--- src/rtl/ysyx_24110015_mem_pkg.sv ---
// Shared types and constants for the IFU/LSU memory-port arbiter.
package ysyx_24110015_mem_pkg;

   typedef enum logic [1:0] {
      IDLE = 2'd0,
      REQ  = 2'd1,
      WAIT = 2'd2,
      RESP = 2'd3
   } state_t;

   localparam logic GNT_IFU = 1'b0;
   localparam logic GNT_LSU = 1'b1;

   // Data returned to a requester whose transaction the watchdog aborted.
   localparam logic [63:0] TIMEOUT_RDATA = 64'd0;

endpackage

--- src/rtl/ysyx_24110015_rr_arb2.sv ---
// Two-way IFU/LSU arbiter: one-hot grant from the request vector, with either
// fixed LSU priority or round-robin on ties, remembering the last winner.
module ysyx_24110015_rr_arb2
   import ysyx_24110015_mem_pkg::*;
#(
   parameter int LSU_PRIO = 0
) (
   input  logic       clk,
   input  logic       rst,
   input  logic [1:0] req,     // bit GNT_IFU = IFU, bit GNT_LSU = LSU
   input  logic       update,  // a grant was accepted this cycle
   output logic [1:0] gnt
);

   logic last_grant;

   always_comb begin
      gnt = 2'b00;
      case (req)
         2'b01:   gnt = 2'b01;
         2'b10:   gnt = 2'b10;
         // Tie: favour whichever side did not win last time, unless LSU is fixed-priority.
         2'b11:   gnt = ((LSU_PRIO != 0) || (last_grant == GNT_IFU)) ? 2'b10 : 2'b01;
         default: gnt = 2'b00;
      endcase
   end

   always_ff @(posedge clk) begin
      if (rst)
         last_grant <= GNT_IFU;
      else if (update)
         last_grant <= gnt[GNT_LSU] ? GNT_LSU : GNT_IFU;
   end

endmodule

--- src/rtl/ysyx_24110015_mem_arbiter.sv ---
// Shares one memory port between IFU fetches and LSU loads/stores, one
// transaction in flight at a time, with a watchdog bounding memory latency.
module ysyx_24110015_mem_arbiter
   import ysyx_24110015_mem_pkg::*;
#(
   parameter int AW       = 32,
   parameter int DW       = 32,
   parameter int LSU_PRIO = 0,
   parameter int TIMEOUT  = 255
) (
   input  logic            clk,
   input  logic            rst,

   input  logic            ifu_req_valid,
   output logic            ifu_req_ready,
   input  logic [AW-1:0]   ifu_addr,
   output logic            ifu_resp_valid,
   input  logic            ifu_resp_ready,
   output logic [DW-1:0]   ifu_rdata,

   input  logic            lsu_req_valid,
   output logic            lsu_req_ready,
   input  logic [AW-1:0]   lsu_addr,
   input  logic [DW-1:0]   lsu_wdata,
   input  logic            lsu_wen,
   input  logic [DW/8-1:0] lsu_wmask,
   output logic            lsu_resp_valid,
   input  logic            lsu_resp_ready,
   output logic [DW-1:0]   lsu_rdata,

   output logic            mem_req_valid,
   input  logic            mem_req_ready,
   output logic [AW-1:0]   mem_addr,
   output logic [DW-1:0]   mem_wdata,
   output logic            mem_wen,
   output logic [DW/8-1:0] mem_wmask,
   input  logic            mem_resp_valid,
   input  logic [DW-1:0]   mem_rdata,

   output logic            err_timeout
);

   localparam int CW = (TIMEOUT > 0) ? $clog2(TIMEOUT + 1) : 1;

   state_t        state, state_n;
   logic          gnt_q;
   logic [1:0]    arb_gnt;
   logic          idle, hs, expire, resp_ready_g;
   logic [CW-1:0] wd_cnt;

   assign idle = (state == IDLE);

   ysyx_24110015_rr_arb2 #(
      .LSU_PRIO (LSU_PRIO)
   ) u_arb (
      .clk    (clk),
      .rst    (rst),
      .req    ({lsu_req_valid, ifu_req_valid}),
      .update (hs),
      .gnt    (arb_gnt)
   );

   // A grant only exists when its requester is valid, so any grant in IDLE is a handshake.
   assign ifu_req_ready = idle & arb_gnt[GNT_IFU];
   assign lsu_req_ready = idle & arb_gnt[GNT_LSU];
   assign hs            = idle & (|arb_gnt);

   assign mem_req_valid  = (state == REQ);
   assign ifu_resp_valid = (state == RESP) & (gnt_q == GNT_IFU);
   assign lsu_resp_valid = (state == RESP) & (gnt_q == GNT_LSU);
   assign resp_ready_g   = (gnt_q == GNT_LSU) ? lsu_resp_ready : ifu_resp_ready;
   assign expire         = (TIMEOUT != 0) && (wd_cnt == CW'(TIMEOUT));

   always_comb begin
      state_n = state;
      case (state)
         IDLE:    if (hs) state_n = REQ;
         REQ:     if (mem_req_ready) state_n = WAIT;
         WAIT:    if (mem_resp_valid || expire) state_n = RESP;
         RESP:    if (resp_ready_g) state_n = IDLE;
         default: state_n = IDLE;
      endcase
   end

   always_ff @(posedge clk) begin
      if (rst) begin
         state       <= IDLE;
         gnt_q       <= GNT_IFU;
         mem_addr    <= '0;
         mem_wdata   <= '0;
         mem_wen     <= 1'b0;
         mem_wmask   <= '0;
         ifu_rdata   <= '0;
         lsu_rdata   <= '0;
         wd_cnt      <= '0;
         err_timeout <= 1'b0;
      end else begin
         state       <= state_n;
         err_timeout <= 1'b0;

         if (hs) begin
            gnt_q <= arb_gnt[GNT_LSU] ? GNT_LSU : GNT_IFU;
            if (arb_gnt[GNT_LSU]) begin
               mem_addr  <= lsu_addr;
               mem_wdata <= lsu_wdata;
               mem_wen   <= lsu_wen;
               mem_wmask <= lsu_wmask;
            end else begin
               mem_addr  <= ifu_addr;
               mem_wdata <= '0;
               mem_wen   <= 1'b0;
               mem_wmask <= '0;
            end
         end

         // Watchdog: zero outside WAIT, saturating count inside it.
         if (state != WAIT)
            wd_cnt <= '0;
         else if (wd_cnt != '1)
            wd_cnt <= wd_cnt + CW'(1);

         // A response arriving in the expiry cycle takes precedence over the abort.
         if (state == WAIT) begin
            if (mem_resp_valid) begin
               if (gnt_q == GNT_LSU) lsu_rdata <= mem_rdata;
               else                  ifu_rdata <= mem_rdata;
            end else if (expire) begin
               if (gnt_q == GNT_LSU) lsu_rdata <= TIMEOUT_RDATA[DW-1:0];
               else                  ifu_rdata <= TIMEOUT_RDATA[DW-1:0];
               err_timeout <= 1'b1;
            end
         end
      end
   end

   // Memory must not answer in the same cycle it accepts the request.
   a_no_resp_on_accept : assert property (@(posedge clk) disable iff (rst)
      !((state == REQ) && mem_req_ready && mem_resp_valid));

endmodule

--- config.mk ---
export PLATFORM = sky130hd
export DESIGN_NAME = ysyx_24110015_mem_arbiter
export DESIGN_NICKNAME = d
export VERILOG_FILES = /design/src/rtl/ysyx_24110015_mem_pkg.sv /design/src/rtl/ysyx_24110015_rr_arb2.sv /design/src/rtl/ysyx_24110015_mem_arbiter.sv
export SDC_FILE = /design/constraint.sdc
export NUM_CORES = 1
export LEC_CHECK = 0
export ABC_AREA = 1
export BUFFER_PORTS_ARGS = -buffer_cell sky130_fd_sc_hd__buf_4
export CORE_MARGIN = 2
export CORE_UTILIZATION = 51
export DETAILED_ROUTE_END_ITERATION = 8
export PLACE_DENSITY = 0.85
export SYNTH_ARGS = -nofsm -noshare
export SYNTH_HDL_FRONTEND = slang
export SYNTH_HIERARCHICAL = 1
export SYNTH_SLANG_ARGS = --single-unit
--- constraint.sdc ---
create_clock -name clk -period 2.5 [get_ports clk]
set_clock_uncertainty 0.15 [all_clocks]
set_input_delay 0.125 -clock clk [delete_from_list [all_inputs] [get_ports clk]]
set_output_delay 0.125 -clock clk [all_outputs]
set_load 0.03 [all_outputs]
Word level (Yosys, flattened, before mapping)
Cells that the tools add are included.
{"block": "classes", "n_addsub": 1, "multipliers": 0, "div": 0, "magnitude_cmp": 0, "n_eq_ne": 13, "shift": 0, "n_mux": 22, "bitwise": 7, "n_reduce_logical": 9}
{"cell": "32-bit 2-to-1 mux", "count": 10}
{"cell": "2-bit 2-to-1 mux", "count": 5}
{"cell": "8-bit by 1-bit adder with 8-bit output, second input constant", "count": 1}
{"cell": "2-bit equality test, second input constant", "count": 4}
{"cell": "8-bit equality test, second input constant", "count": 1}
{"cell": "8-bit != test, second input constant", "count": 1}
{"cell": "2-bit case mux with 4 select lines", "count": 1}
{"cell": "2-bit != test, second input constant", "count": 3}
{"cell": "2-bit case mux with 3 select lines", "count": 1}
{"cell": "3-bit AND reduction", "count": 2}
{"cell": "1-bit AND", "count": 5}
{"cell": "2-bit by 1-bit equality test with 1-bit output, second input constant", "count": 2}
{"cell": "1-bit 2-to-1 mux", "count": 4}
{"cell": "4-bit 2-to-1 mux", "count": 1}
{"cell": "2-bit by 1-bit != test with 1-bit output, second input constant", "count": 2}
{"cell": "4-bit AND reduction", "count": 1}
{"cell": "2-bit OR reduction", "count": 2}
{"cell": "3-bit OR reduction", "count": 1}
{"cell": "2-bit zero test", "count": 1}
{"cell": "1-bit NOT", "count": 2}
{"cell": "2-bit nonzero test", "count": 1}
{"cell": "1-bit logical OR", "count": 1}
{"block": "word_totals", "reg_bits": 145, "latch_bits": 0, "ramBits": 0, "rom_bits": 0, "input_bits": 141, "output_inout_bits": 139, "wordCells": 62, "mem_count": 0}

Longest topological paths before layout
Gate-level depths: netlist of run 1.
{"block": "logic_depth", "ltp_word": 6, "depth_mapped": 12, "ltp_nobuf": 10}

Cells and area by module
Netlist of run 1, hierarchy kept.
{"module": "ysyx_24110015_mem_arbiter", "n_inst": 1, "cells_each": 932, "area_each_um2": 6322.3, "seq_area_each_um2": 2902.8}
{"module": "ysyx_24110015_rr_arb2", "n_inst": 1, "cells_each": 11, "area_each_um2": 61.3, "seq_area_each_um2": 20.0}

Worst setup path before layout of run 1
Ideal clock, no wire load.
{"block": "synth_timing", "kind": "register to register", "startpoint": "register state[0]", "endpoint": "register state[1]", "setup_time_ns": 0.115, "t_arrival_ns": 1.386, "t_required_ns": 2.235, "slack_ns": 0.849, "stages_incl_launch_ff": 9, "n_path_buf": 0, "period_less_slack_ns": 1.651, "path_cell_list": "dfxtp_1 ha_1 inv_1 nor2_1 nand2_1 nand2_1 nor2_1 a21oi_1 nor2_1"}
{"block": "synth_between", "elab_chain_len": 4, "elab_cells_between_ends": 11, "classes_between": "7 x eq/ne; 1 x mux; 1 x bitwise; 2 x reduce/logical"}
{"element": "start: declaration", "line": "ysyx_24110015_mem_arbiter.sv:45", "text": "state_t state, state_n;"}
{"element": "start signal: assignment", "line": "ysyx_24110015_mem_arbiter.sv:98", "text": "state <= state_n;"}
{"element": "2-bit zero test", "line": "ysyx_24110015_mem_arbiter.sv:51, ysyx_24110015_mem_arbiter.sv:76"}
{"element": "1-bit AND", "line": "ysyx_24110015_mem_arbiter.sv:66", "text": "assign hs = idle & (|arb_gnt);"}
{"element": "2-bit by 1-bit != test with 1-bit output (no line)"}
{"element": "4-bit AND reduction (no line)"}
Parallel ways exist; a longest one is shown, timed or not.
A chain may end at the register's enable or synchronous reset.

Final worst setup path of run 1
{"block": "layout_timing", "startpoint": "register u_arb.last_grant", "endpoint": "register mem_addr[24]"}
{"block": "layout_between", "elab_chain_len": 4, "elab_cells_between_ends": 5, "classes_between": "3 x mux; 1 x bitwise; 1 x reduce/logical"}
{"element": "start: declaration", "line": "ysyx_24110015_rr_arb2.sv:15", "text": "logic last_grant;"}
{"element": "start signal: assignment", "line": "ysyx_24110015_rr_arb2.sv:32", "text": "last_grant <= gnt[GNT_LSU] ? GNT_LSU : GNT_IFU;"}
{"element": "2-bit 2-to-1 mux *", "line": "ysyx_24110015_rr_arb2.sv:23", "text": "2'b11: gnt = ((LSU_PRIO != 0) || (last_grant == GNT_IFU)) ? 2'b10 : 2'b01;"}
{"element": "2-bit case mux with 3 select lines *", "line": "ysyx_24110015_rr_arb2.sv:19", "text": "case (req)"}
{"element": "net arb_gnt[1]", "line": "ysyx_24110015_mem_arbiter.sv:47", "text": "logic [1:0] arb_gnt;"}
{"element": "2-bit OR reduction", "line": "ysyx_24110015_mem_arbiter.sv:66"}
{"element": "1-bit AND", "line": "ysyx_24110015_mem_arbiter.sv:66"}
{"element": "end signal: assignment", "line": "ysyx_24110015_mem_arbiter.sv:104", "text": "mem_addr <= lsu_addr;"}
{"element": "end signal: assignment", "line": "ysyx_24110015_mem_arbiter.sv:109", "text": "mem_addr <= ifu_addr;"}
{"element": "end: declaration", "line": "ysyx_24110015_mem_arbiter.sv:33", "text": "output logic [AW-1:0] mem_addr,"}
Mark *: on every way through the listed nets, which the timed path passes. The rest lies on a longest branch.

==> results by group, run 1 <==
Power and ir drop
  – Power Density: 946.5 mW/mm2
  – Power share of the combinational group: 41.6%
  – Cell Int Power: 5.971 mW
  – Share of power burned in registers: 31.8%
  – Part of the power in the clock network: 26.6%
  – Peak supply drop: 0.5874 mV
  – Switching part of the total: 39.74%
  – Static leakage: 5.390 nW
  – Net switching power of the design: 3.938 mW

Flow run
  – Maximum Capacitance Violations: 0

Global route
  – Antenna violations before repair: 0
  – Overall track demand over capacity in global routing: 38.03%
  – Remaining Overflow, GRT: 0
  – Via count of the first global-routing pass: 7836
  – First-pass GRT wire length: 39.36 mm
  – Largest net degree at the start of global routing: 67

Min path
  – Type of the tightest min-delay check: input port to register
  – Hold_sp: mem_resp_valid
  – Cell depth of the worst hold path: 5
  – Hold EP: state[0]$_SDFFE_PP0P_

Synthesis
  – Synth top area share: 45.79%
  – Average footprint of a synthesized cell: 6.769 um2
  – Cell type with the largest total area after synthesis: dfxtp_1
  – Post-Syn Nets: 1089
  – Largest cells by area after synthesis: dfxtp_1 46%, nand2_1 19%, inv_1 7.8%
  – Cells after synthesis: 943
  – Synth Register Bits: 146
  – Post-synthesis sequential area ratio: 45.79%
  – Number of warning messages in the yosys log: 6
  – Number of distinct standard cells referenced by the synthesized netlist: 26
  – Syn Std Cell Area: 0.006384 mm2

CTS
  – CTS clock-pin slew for the worst setup and hold paths: 0.06 ns
  – Number of buffers added by the clock tree synthesis step: 17
  – Insertion delay to the later sink of the worst-skew pair: 0.42 ns
  – CTS H-tree depth: 4
  – CTS tree: built
  – Clock root buffer master: clkbuf_16
  – Max Root-Sink Buffers: 2
  – Post-CTS setup buffer count: 0
  – CTS Sinks: 146

STA
  – Hold violation count in the final report: 0
  – Accumulated negative setup slack: 0 ns
  – Final Max Tran Viols: 0
  – Period utilisation layout: 98.77%
  – Post-route minimum period: 2.469 ns
  – Relative max-transition margin: 45.76%
  – Fmax: 405.0 MHz
  – Crit path setup slack, layout: 0.03082 ns
  – Slew of the pin with the lowest slew margin: 0.8092 ns
  – Setup-failing EPs final: 0

Final layout
  – Non-Filler Instances: 1510
  – Antenna diodes: 0
  – Area growth syn-to-layout: 63.99%
  – Final Net Count: 1475
  – Core Util, Final: 86.44%
  – Filler instances: 619
  – Layout cells sized above 1: 24.81%

Routing
  – DRT Wirelength: 27.16 mm
  – Average routed wire per standard cell: 17.99 um
  – Number of optimization iterations in the first detailed-route pass: 6
  – Detailed router's first-iteration violation count: 943
  – Total via count in the routed design: 8167
  – DRC Markers: 0
  – Vias per std cell: 5.409
  – Antenna-violating nets left: 0

Critical path
  – Most prevalent standard cell on the critical path: nand2_1
  – Worst path arrival time: 2.67 ns
  – Critical-path cell with the highest stage delay: dlygate4sd3_1
  – Crit Reg-Reg Startpoint: u_arb/last_grant$_SDFFE_PP0P_
  – Combined buffer and inverter count along the critical path: 5
  – CP endpoint kind: register
  – Slowest stage delay, CP: 0.63 ns
  – Category of the worst setup path launch point: register
  – Start-to-end type of the worst setup path: register to register
  – R2r endpoint: mem_addr[24]$_SDFFE_PP0P_
  – Cells along the critical path: nand2_1, nand2_1, inv_1, buf_4, inv_1, buf_8, nand2_1, a31oi_1, dlygate4sd3_1
  – Maximum fanout along the worst path: 34
  – Top Family by Delay on Critical Path: buffers and inverters
  – Data required time at the worst endpoint: 2.70 ns
  – Stages on worst setup path: 9
  – Worst-case register-to-register setup slack: 0.03 ns
  – R2R cell count: 9

Floorplan
  – Core Region: 0.01211 mm2
  – Y dimension of the die: 115.9 um
  – # IOs: 280
  – Placement Rows: 40
  – Initial core utilization: 52.71%
  – Area of the die: 0.01343 mm2
  – Die Span X: 115.9 um

Outcome
  – Status: finished clean

Placement
  – Count of port buffers added during placement: 279
  – Post-DP HPWL: 12.65 mm
  – Cell count after placement: 1339
  – Routability congestion estimate from global placement: 0.8074
  – Worst slack at placement: 0.3212 ns
-- layer usage --
metal / routed length [um] / global-route usage (%) / share of wire [%]
met5: 0 / 0 / 0
met4: 2047 / 27.46 / 7.5
met3: 2615 / 9.153 / 9.6
met2: 13280 / 65.30 / 49
met1: 9226 / 40.94 / 34
-- worst max path at each step --
stage,startpoint,to
6_report,u_arb/last_grant$_SDFFE_PP0P_,mem_addr[24]$_SDFFE_PP0P_
5_1_grt,u_arb/last_grant$_SDFFE_PP0P_,mem_addr[11]$_SDFFE_PP0P_
4_1_cts,state[0]$_SDFFE_PP0P_,mem_addr[28]$_SDFFE_PP0P_
3_5_place_dp,wd_cnt[0]$_SDFFE_PP0P_,lsu_rdata[9]$_SDFFE_PP0P_
3_3_place_gp,state[0]$_SDFFE_PP0P_,lsu_req_ready
2_1_floorplan,state[0]$_SDFFE_PP0P_,state[1]$_SDFFE_PP0P_
-- synthesized netlist by cell type (all sizes together) --
library cell / instances
nand3: 4
a21oi: 43
nor2: 114
xnor2: 1
inv: 134
clkbuf: 25
nor3: 1
or2: 1
nand2: 329
a31oi: 35
o21ai: 38
dfxtp: 146
buf: 35
xor2: 1
a21boi: 1
ha: 5
nand3b: 2
nand4: 28
-- flip-flops by register name (all words and copies together) (netlist names) --
name / flops
ifu_rdata: 32
lsu_rdata: 32
mem_addr: 32
mem_wdata: 32
wd_cnt: 8
mem_wmask: 4
state: 2
err_timeout: 1
gnt_q: 1
mem_wen: 1
u_arb/last_grant: 1
-- cells in the final DEF (no fill, tap or decap), types with 3 or more instances in the layout --
master	count
nor2_1	112
ha_1	4
clkbuf_1	3
bufinv_16	3
o21ai_0	35
a21oi_1	43
inv_1	131
dlygate4sd3_1	136
dfxtp_1	146
o21ai_1	3
clkinv_2	4
nand2_1	325
nand4_1	28
clkinvlp_4	4
buf_4	286
a31oi_1	35
clkbuf_16	18
-- worst min-delay path: cells and delay by family --
kind | cells | cell delay (ns)
simple gates | 2 | 0.24
compound gates | 1 | 0.08
buf+inv | 2 | 0.17
-- what timing repair did --
action	in CTS	in global routing
setup endpoints to repair	1	41
hold endpoints to repair	134	0
resized for setup	1	9
cloned	1	2
hold buffers	136	0
-- logic make-up after synthesis --
group,Yosys count,synth area share [%]
fa+ha+maj,5,0.9800
xor+xnor,2,0.2745
flops,146,45.79
buf+inv,194,12.92
compound gates,117,9.898
simple gates,479,30.14
-- layout make-up --
cell class | instances | area [um2] | share of cell area, %
repair buffers | 425 | 3568 | 34.09
multi-input cells | 604 | 2659 | 25.40
inverters | 134 | 506.7 | 4.840
clock buffers | 22 | 464.2 | 4.434
repair inverters | 1 | 5.005 | 0.04781
flip-flops and latches | 146 | 2923 | 27.92
well taps | 168 | 210.2 | 2.008
clock inverters | 10 | 132.6 | 1.267
-- per-stage QoR --
step	instance area (um2)	power [mW]	hold WS, ns
after floorplan	6384	5.274	0.1228
after global placement	8449	6.429	0.2404
after detailed placement	8449	6.475	0.2444
after CTS	10420	9.452	0.05643
after global routing	10470	10.23	0.1192
final	10470	9.909	0.08241
-- power by group through the flow --
stage | clock (mW) | combinational (mW) | sequential (mW)
finish | 2.64 | 4.12 | 3.15
detailed placement | 0 | 3.37 | 3.10
global route | 2.73 | 4.33 | 3.17
CTS | 2.61 | 3.78 | 3.06
global placement | 0 | 3.34 | 3.09
floorplan | 0 | 1.31 | 3.96
Note: power is estimated with default switching activity, not from simulation.
==> run 2, diff against run 1 <==
--- a/config.mk
+++ b/config.mk
@@ -5,12 +5,11 @@
 export SDC_FILE = /design/constraint.sdc
 export NUM_CORES = 1
 export LEC_CHECK = 0
-export ABC_AREA = 1
 export BUFFER_PORTS_ARGS = -buffer_cell sky130_fd_sc_hd__buf_4
 export CORE_MARGIN = 2
 export CORE_UTILIZATION = 51
 export DETAILED_ROUTE_END_ITERATION = 8
-export PLACE_DENSITY = 0.85
+export PLACE_DENSITY = 0.86
 export SYNTH_ARGS = -nofsm -noshare
 export SYNTH_HDL_FRONTEND = slang
 export SYNTH_HIERARCHICAL = 1
==> run 2 against run 1 <==
Synthesized area shrank 2.7%. First-iteration DRC count down 30%. Worst setup slack improved by 0.012 ns. Sequential share of layout area increased by 0.80 points. Via count shrank 19%. Utilization shrank 1.3 points. Final area is 2.8% lower. Count of clock-buffer cells in the layout decreased by 2. Largest power group unchanged.
==> results by group, run 2 <==
Floorplan
  – Core Region: 0.01196 mm2
  – Initial core utilization: 51.90%
  – Die Span X: 114.3 um
  – Placement Rows: 40
  – Y dimension of the die: 114.3 um
  – Area of the die: 0.01307 mm2
  – # IOs: 280

Final layout
  – Final Net Count: 1127
  – Filler instances: 513
  – Layout cells sized above 1: 35.61%
  – Finished layout cell area: 0.01018 mm2
  – Area growth syn-to-layout: 63.95%
  – Most common cell after layout, fill and taps aside: buf_4
  – Area used by sequential logic in the layout: 0.002923 mm2
  – Multi-input gate area: 0.002892 mm2
  – Leading cell types in the layout, fill and taps excluded: 281 x buf_4, 146 x dfxtp_1, 132 x dlygate4sd3_1

Flow run
  – Maximum Capacitance Violations: 0

Global route
  – Remaining Overflow, GRT: 0
  – Overall track demand over capacity in global routing: 37.06%
  – Antenna violations before repair: 1
  – First-pass GRT wire length: 36.98 mm
  – Via count of the first global-routing pass: 6853
  – Largest net degree at the start of global routing: 72

Synthesis
  – Number of flops mapped to enable cells by yosys: 0
  – Top_reg_cell synth: dfxtp_1
  – Synth top area share: 47.08%
  – Synth Register Bits: 146
  – Number of warning messages in the yosys log: 6
  – Number of distinct standard cells referenced by the synthesized netlist: 42
  – Largest cells by area after synthesis: dfxtp_1 47%, mux2i_1 16%, nand2b_1 4.7%
  – Cells after synthesis: 594
  – Average footprint of a synthesized cell: 10.45 um2
  – Post-Syn Nets: 740
  – Post-synthesis sequential area ratio: 47.08%
  – Fraction of registers with async set or reset after synthesis: 0%
  – Most common cell in the netlist: dfxtp_1
  – Cell type with the largest total area after synthesis: dfxtp_1
  – Most frequent cells after synthesis: 146 x dfxtp_1, 99 x mux2i_1, 73 x nor2_1, 47 x nand2b_1, 37 x a22oi_1
  – Syn Std Cell Area: 0.006208 mm2

STA
  – Slew of the pin with the lowest slew margin: 0.4362 ns
  – Accumulated negative setup slack: 0 ns
  – RSZ-0062 raised after global routing: no
  – Fmax: 407.0 MHz
  – Setup-failing EPs final: 0
  – Final Max Tran Viols: 0
  – Post-route minimum period: 2.457 ns
  – Relative max-transition margin: 70.92%
  – Worst hold slack after final layout: 0.05254 ns
  – Hold violation count in the final report: 0
  – Period utilisation layout: 98.28%

CTS
  – Clock root buffer master: clkbuf_16
  – Post-CTS setup buffer count: 0
  – CTS tree: built
  – Max Root-Sink Buffers: 2
  – CTS Sinks: 146
  – CTS clock-pin slew for the worst setup and hold paths: 0.07 ns
  – Insertion delay to the later sink of the worst-skew pair: 0.43 ns
  – Number of buffers added by the clock tree synthesis step: 17
  – CTS H-tree depth: 4

Critical path
  – Critical path launch point: state[0]$_SDFFE_PP0P_
  – Maximum fanout along the worst path: 37
  – CP endpoint kind: register
  – Worst path arrival time: 2.67 ns
  – Category of the worst setup path launch point: register
  – Start-to-end type of the worst setup path: register to register
  – Data required time at the worst endpoint: 2.71 ns
  – Crit Reg-Reg Startpoint: state[0]$_SDFFE_PP0P_

Routing
  – Antenna-violating nets left: 0
  – Average routed wire per standard cell: 22.35 um
  – Total via count in the routed design: 6639
  – Number of optimization iterations in the first detailed-route pass: 8
  – Vias per std cell: 5.813
  – Detailed router's first-iteration violation count: 659
  – DRT Wirelength: 25.52 mm
  – DRC Markers: 0

Power and ir drop
  – Static leakage: 4.882 nW
  – Power Density: 854.7 mW/mm2
  – Peak supply drop: 0.6633 mV

Placement
  – Routability congestion estimate from global placement: 0.8207
  – Post-DP HPWL: 12.22 mm
  – Placed Instance Area: 0.008244 mm2
  – Count of port buffers added during placement: 279

Min path
  – Type of the tightest min-delay check: input port to register
  – Hold_sp: rst

Outcome
  – Status: finished clean
run 2: what timing repair did:
action,4_1_cts,5_1_grt
endpoints found under the hold margin,132,0
gates resized for setup,0,5
endpoints found under the setup margin,0,2
hold buffers,132,0
run 2: cells by family (layout without fill, tap and decap cells):
| family | Yosys count | after routing | share of synthesized area (%) |
|---|---|---|---|
| mux | 99 | 99 | 15.96 |
| flops | 146 | 146 | 47.08 |
| xor+xnor | 3 | 3 | 0.4233 |
| buf+inv | 59 | 459 | 6.550 |
| compound gates | 82 | 82 | 9.875 |
| other cells | 0 | 1 | 0 |
| simple gates | 200 | 200 | 19.11 |
| fa+ha+maj | 5 | 5 | 1.008 |
run 2: cell type report:
| class | instances | area share, % |
|---|---|---|
| Antenna cell | 1 | 0.02459 |
| Tap cell | 147 | 1.807 |
| Clock inverter | 12 | 1.303 |
| Multi-Input combinational cell | 389 | 28.41 |
| Clock buffer | 20 | 4.487 |
| Inverter | 7 | 0.2581 |
| Sequential cell | 146 | 28.72 |
| Timing Repair Buffer | 420 | 35.00 |
run 2: through the flow:
stage / instances / worst slack, ns / util [%] / power [mW]
global route: 1142 / 0.02225 / 85.09 / 8.919
floorplan: 594 / 0.7095 / - / 4.667
global placement: 977 / 0.7122 / 68.92 / 5.488
finish: 1142 / 0.04299 / 85.09 / 8.700
CTS: 1141 / 0.07122 / 84.90 / 8.278
detailed placement: 977 / 0.5693 / 68.92 / 5.570
run 2: worst max-delay path: stages, from the launching register on:
cell           delay, ns
dfxtp_1             0.39
inv_1               0.11
ha_1                0.27
and2_1              0.26
nor2_4              0.20
buf_12              0.22
a22oi_1             0.10
nor2_1              0.11
dlygate4sd3_1       0.56
run 2: worst paths after layout:
| path | depth (start not counted) | slack, ns | endpoint |
|---|---|---|---|
| worst max-delay path | 8 | 0.04 | mem_wdata[4]$_SDFFE_PP0P_ |
| worst min-delay path | 2 | 0.05 | mem_addr[4]$_SDFFE_PP0P_ |
| worst max register to register | 8 | 0.04 | mem_wdata[4]$_SDFFE_PP0P_ |
| worst min register to register | 2 | 0.33 | lsu_rdata[13]$_SDFFE_PP0P_ |
run 2: power by group:
| group | switching [mW] | internal [mW] |
|---|---|---|
| sequential | 0.312 | 2.69 |
| combinational | 1.89 | 1.23 |
| clock | 1.06 | 1.52 |
| total | 3.26 | 5.44 |
run 2: metal layers:
metal  wire length, um  vias to the layer above  global-route usage, %
li1                  -                     2843                      -
met1              8830                     3108                  38.52
met2             12430                      524                  63.65
met3              2294                      164                  10.85
met4              1963                        0                  26.99
met5                 0                        -                      0
==> run 3, diff against run 2 <==
--- a/config.mk
+++ b/config.mk
@@ -9,6 +9,7 @@
 export CORE_MARGIN = 2
 export CORE_UTILIZATION = 51
 export DETAILED_ROUTE_END_ITERATION = 8
+export GPL_TIMING_DRIVEN = 0
 export PLACE_DENSITY = 0.86
 export SYNTH_ARGS = -nofsm -noshare
 export SYNTH_HDL_FRONTEND = slang
==> run 3 against run 2 <==
Critical path depth is the same. First-iteration DRC count down 17%. Non-clock buffer count increased by 47. Routed wire length grew 6.0%. Combinational power is 5% higher. Cell count rose by 4.0%. Maximum frequency down 1.2%. Via count rose by 4.2%. Register-to-register slack better by 0.08 ns. Worst hold slack better by 0.19 ns. Global-route usage increased by 3.7 points. Largest power group unchanged. Highest routed layer unchanged.
==> results by group, run 3 (same netlist as run 2, synthesis figures left out) <==
STA
  – Crit path setup slack, layout: 0.01411 ns
  – Setup-failing EPs final: 0
  – Final Max Tran Viols: 0
  – Worst hold slack after final layout: 0.2397 ns
  – Post-route minimum period: 2.486 ns
  – Period utilisation layout: 99.44%
  – Relative max-transition margin: 60.60%
  – Slew of the pin with the lowest slew margin: 0.5910 ns
  – Accumulated negative setup slack: 0 ns
  – Hold violation count in the final report: 0
  – Fmax: 402.3 MHz

Routing
  – Detailed router's first-iteration violation count: 546
  – Vias per std cell: 5.822
  – DRT Wirelength: 27.07 mm
  – Average routed wire per standard cell: 22.78 um
  – Antenna-violating nets left: 0
  – Number of optimization iterations in the first detailed-route pass: 7
  – DRC Markers: 0
  – Total via count in the routed design: 6917

Power and ir drop
  – Peak supply drop: 0.5410 mV
  – Power Density: 872.7 mW/mm2
  – Static leakage: 5.075 nW

Global route
  – Antenna violations before repair: 0
  – Largest net degree at the start of global routing: 17
  – First-pass GRT wire length: 40.64 mm
  – Via count of the first global-routing pass: 7370
  – Remaining Overflow, GRT: 0
  – Overall track demand over capacity in global routing: 40.78%

Floorplan
  – # IOs: 280
  – Placement Rows: 40
  – Core Region: 0.01196 mm2
  – Die Span X: 114.3 um
  – Y dimension of the die: 114.3 um
  – Area of the die: 0.01307 mm2
  – Initial core utilization: 51.90%

CTS
  – Number of buffers added by the clock tree synthesis step: 17
  – Post-CTS setup buffer count: 0
  – CTS H-tree depth: 4
  – Max Root-Sink Buffers: 2
  – CTS Sinks: 146
  – Clock root buffer master: clkbuf_16
  – Insertion delay to the later sink of the worst-skew pair: 0.43 ns
  – CTS tree: built
  – CTS clock-pin slew for the worst setup and hold paths: 0.06 ns

Placement
  – Post-DP HPWL: 14.07 mm
  – Count of port buffers added during placement: 278
  – Worst slack at placement: 0.5241 ns
  – Cell count after placement: 1019
  – Routability congestion estimate from global placement: 0.8768

Critical path
  – Start-to-end type of the worst setup path: input port to register
  – Worst-case register-to-register setup slack: 0.12 ns
  – Maximum fanout along the worst path: 10
  – Category of the worst setup path launch point: input port
  – Data required time at the worst endpoint: 2.66 ns
  – Worst path arrival time: 2.65 ns
  – CP endpoint kind: register

Final layout
  – Leading cell types in the layout, fill and taps excluded: 288 x buf_4, 146 x dfxtp_1, 137 x dlygate4sd3_1
  – Filler instances: 459
  – Non-Filler Instances: 1188
  – Layout cells sized above 1: 36.70%
  – Final Net Count: 1174
  – Most common cell after layout, fill and taps aside: buf_4
  – Antenna diodes: 0
  – Core Util, Final: 88.06%
  – Area growth syn-to-layout: 69.67%

Min path
  – Type of the tightest min-delay check: input port to register

Outcome
  – Status: finished clean

Flow run
  – Maximum Capacitance Violations: 0
[run 3: path summary, 6_finish.rpt]
check                                 from                         end  depth (start not counted)
max                          ifu_req_valid   mem_addr[24]$_SDFFE_PP0P_                          8
max reg2reg  u_arb/last_grant$_SDFFE_PP0P_   mem_addr[24]$_SDFFE_PP0P_                          6
min reg2reg     lsu_rdata[21]$_SDFFE_PP0P_  lsu_rdata[21]$_SDFFE_PP0P_                          2
min                          mem_req_ready       state[0]$_SDFFE_PP0P_                          5
[run 3: metal layers]
| layer | wire (um) | GRT usage, % | vias to the layer above |
|---|---|---|---|
| met1 | 9466 | 41.88 | 3245 |
| met5 | 0 | 0 | - |
| met4 | 2165 | 29.35 | 0 |
| met2 | 12950 | 70.00 | 556 |
| li1 | - | - | 2938 |
| met3 | 2487 | 13.02 | 178 |
[run 3: cell type report]
class                   count  area (um2)  share of cell area, %
clock buffers              20       466.7                  4.430
repair buffers            415        3458                  32.83
well taps                 147       183.9                  1.746
plain buffers              52       389.1                  3.694
clock inverters            12       202.7                  1.924
inverters                   7       26.28                 0.2494
multi-input cells         389        2884                  27.38
flip-flops and latches    146        2923                  27.75
[run 3: through the flow]
| step | power (mW) | area (um2) |
|---|---|---|
| CTS | 8.781 | 10520 |
| detailed placement | 5.719 | 8479 |
| finish | 9.193 | 10530 |
| global route | 9.417 | 10530 |
| global placement | 5.641 | 8479 |
| floorplan | 4.667 | 6208 |
[run 3: worst max-delay path, cell delays in order]
cell	delay [ns]
dlygate4sd3_1	0.59
buf_4	0.16
a21boi_2	0.18
buf_2	0.26
clkbuf_4	0.30
mux2i_1	0.13
dlygate4sd3_1	0.58
a211oi_1	0.32
[run 3: where the power goes]
part	switching [mW]	leakage (nW)	internal, mW	total (mW)
sequential	0.311	1.19	2.69	3.00
clock	1.07	0.327	1.86	2.93
combinational	1.96	3.56	1.31	3.27
total	3.34	5.07	5.85	9.19
[run 3: timing repair]
action | 4_1_cts | 5_1_grt
hold endpoints to repair | 136 | 0
resized for setup | 0 | 8
hold buffers | 137 | 0
setup endpoints to repair | 0 | 13
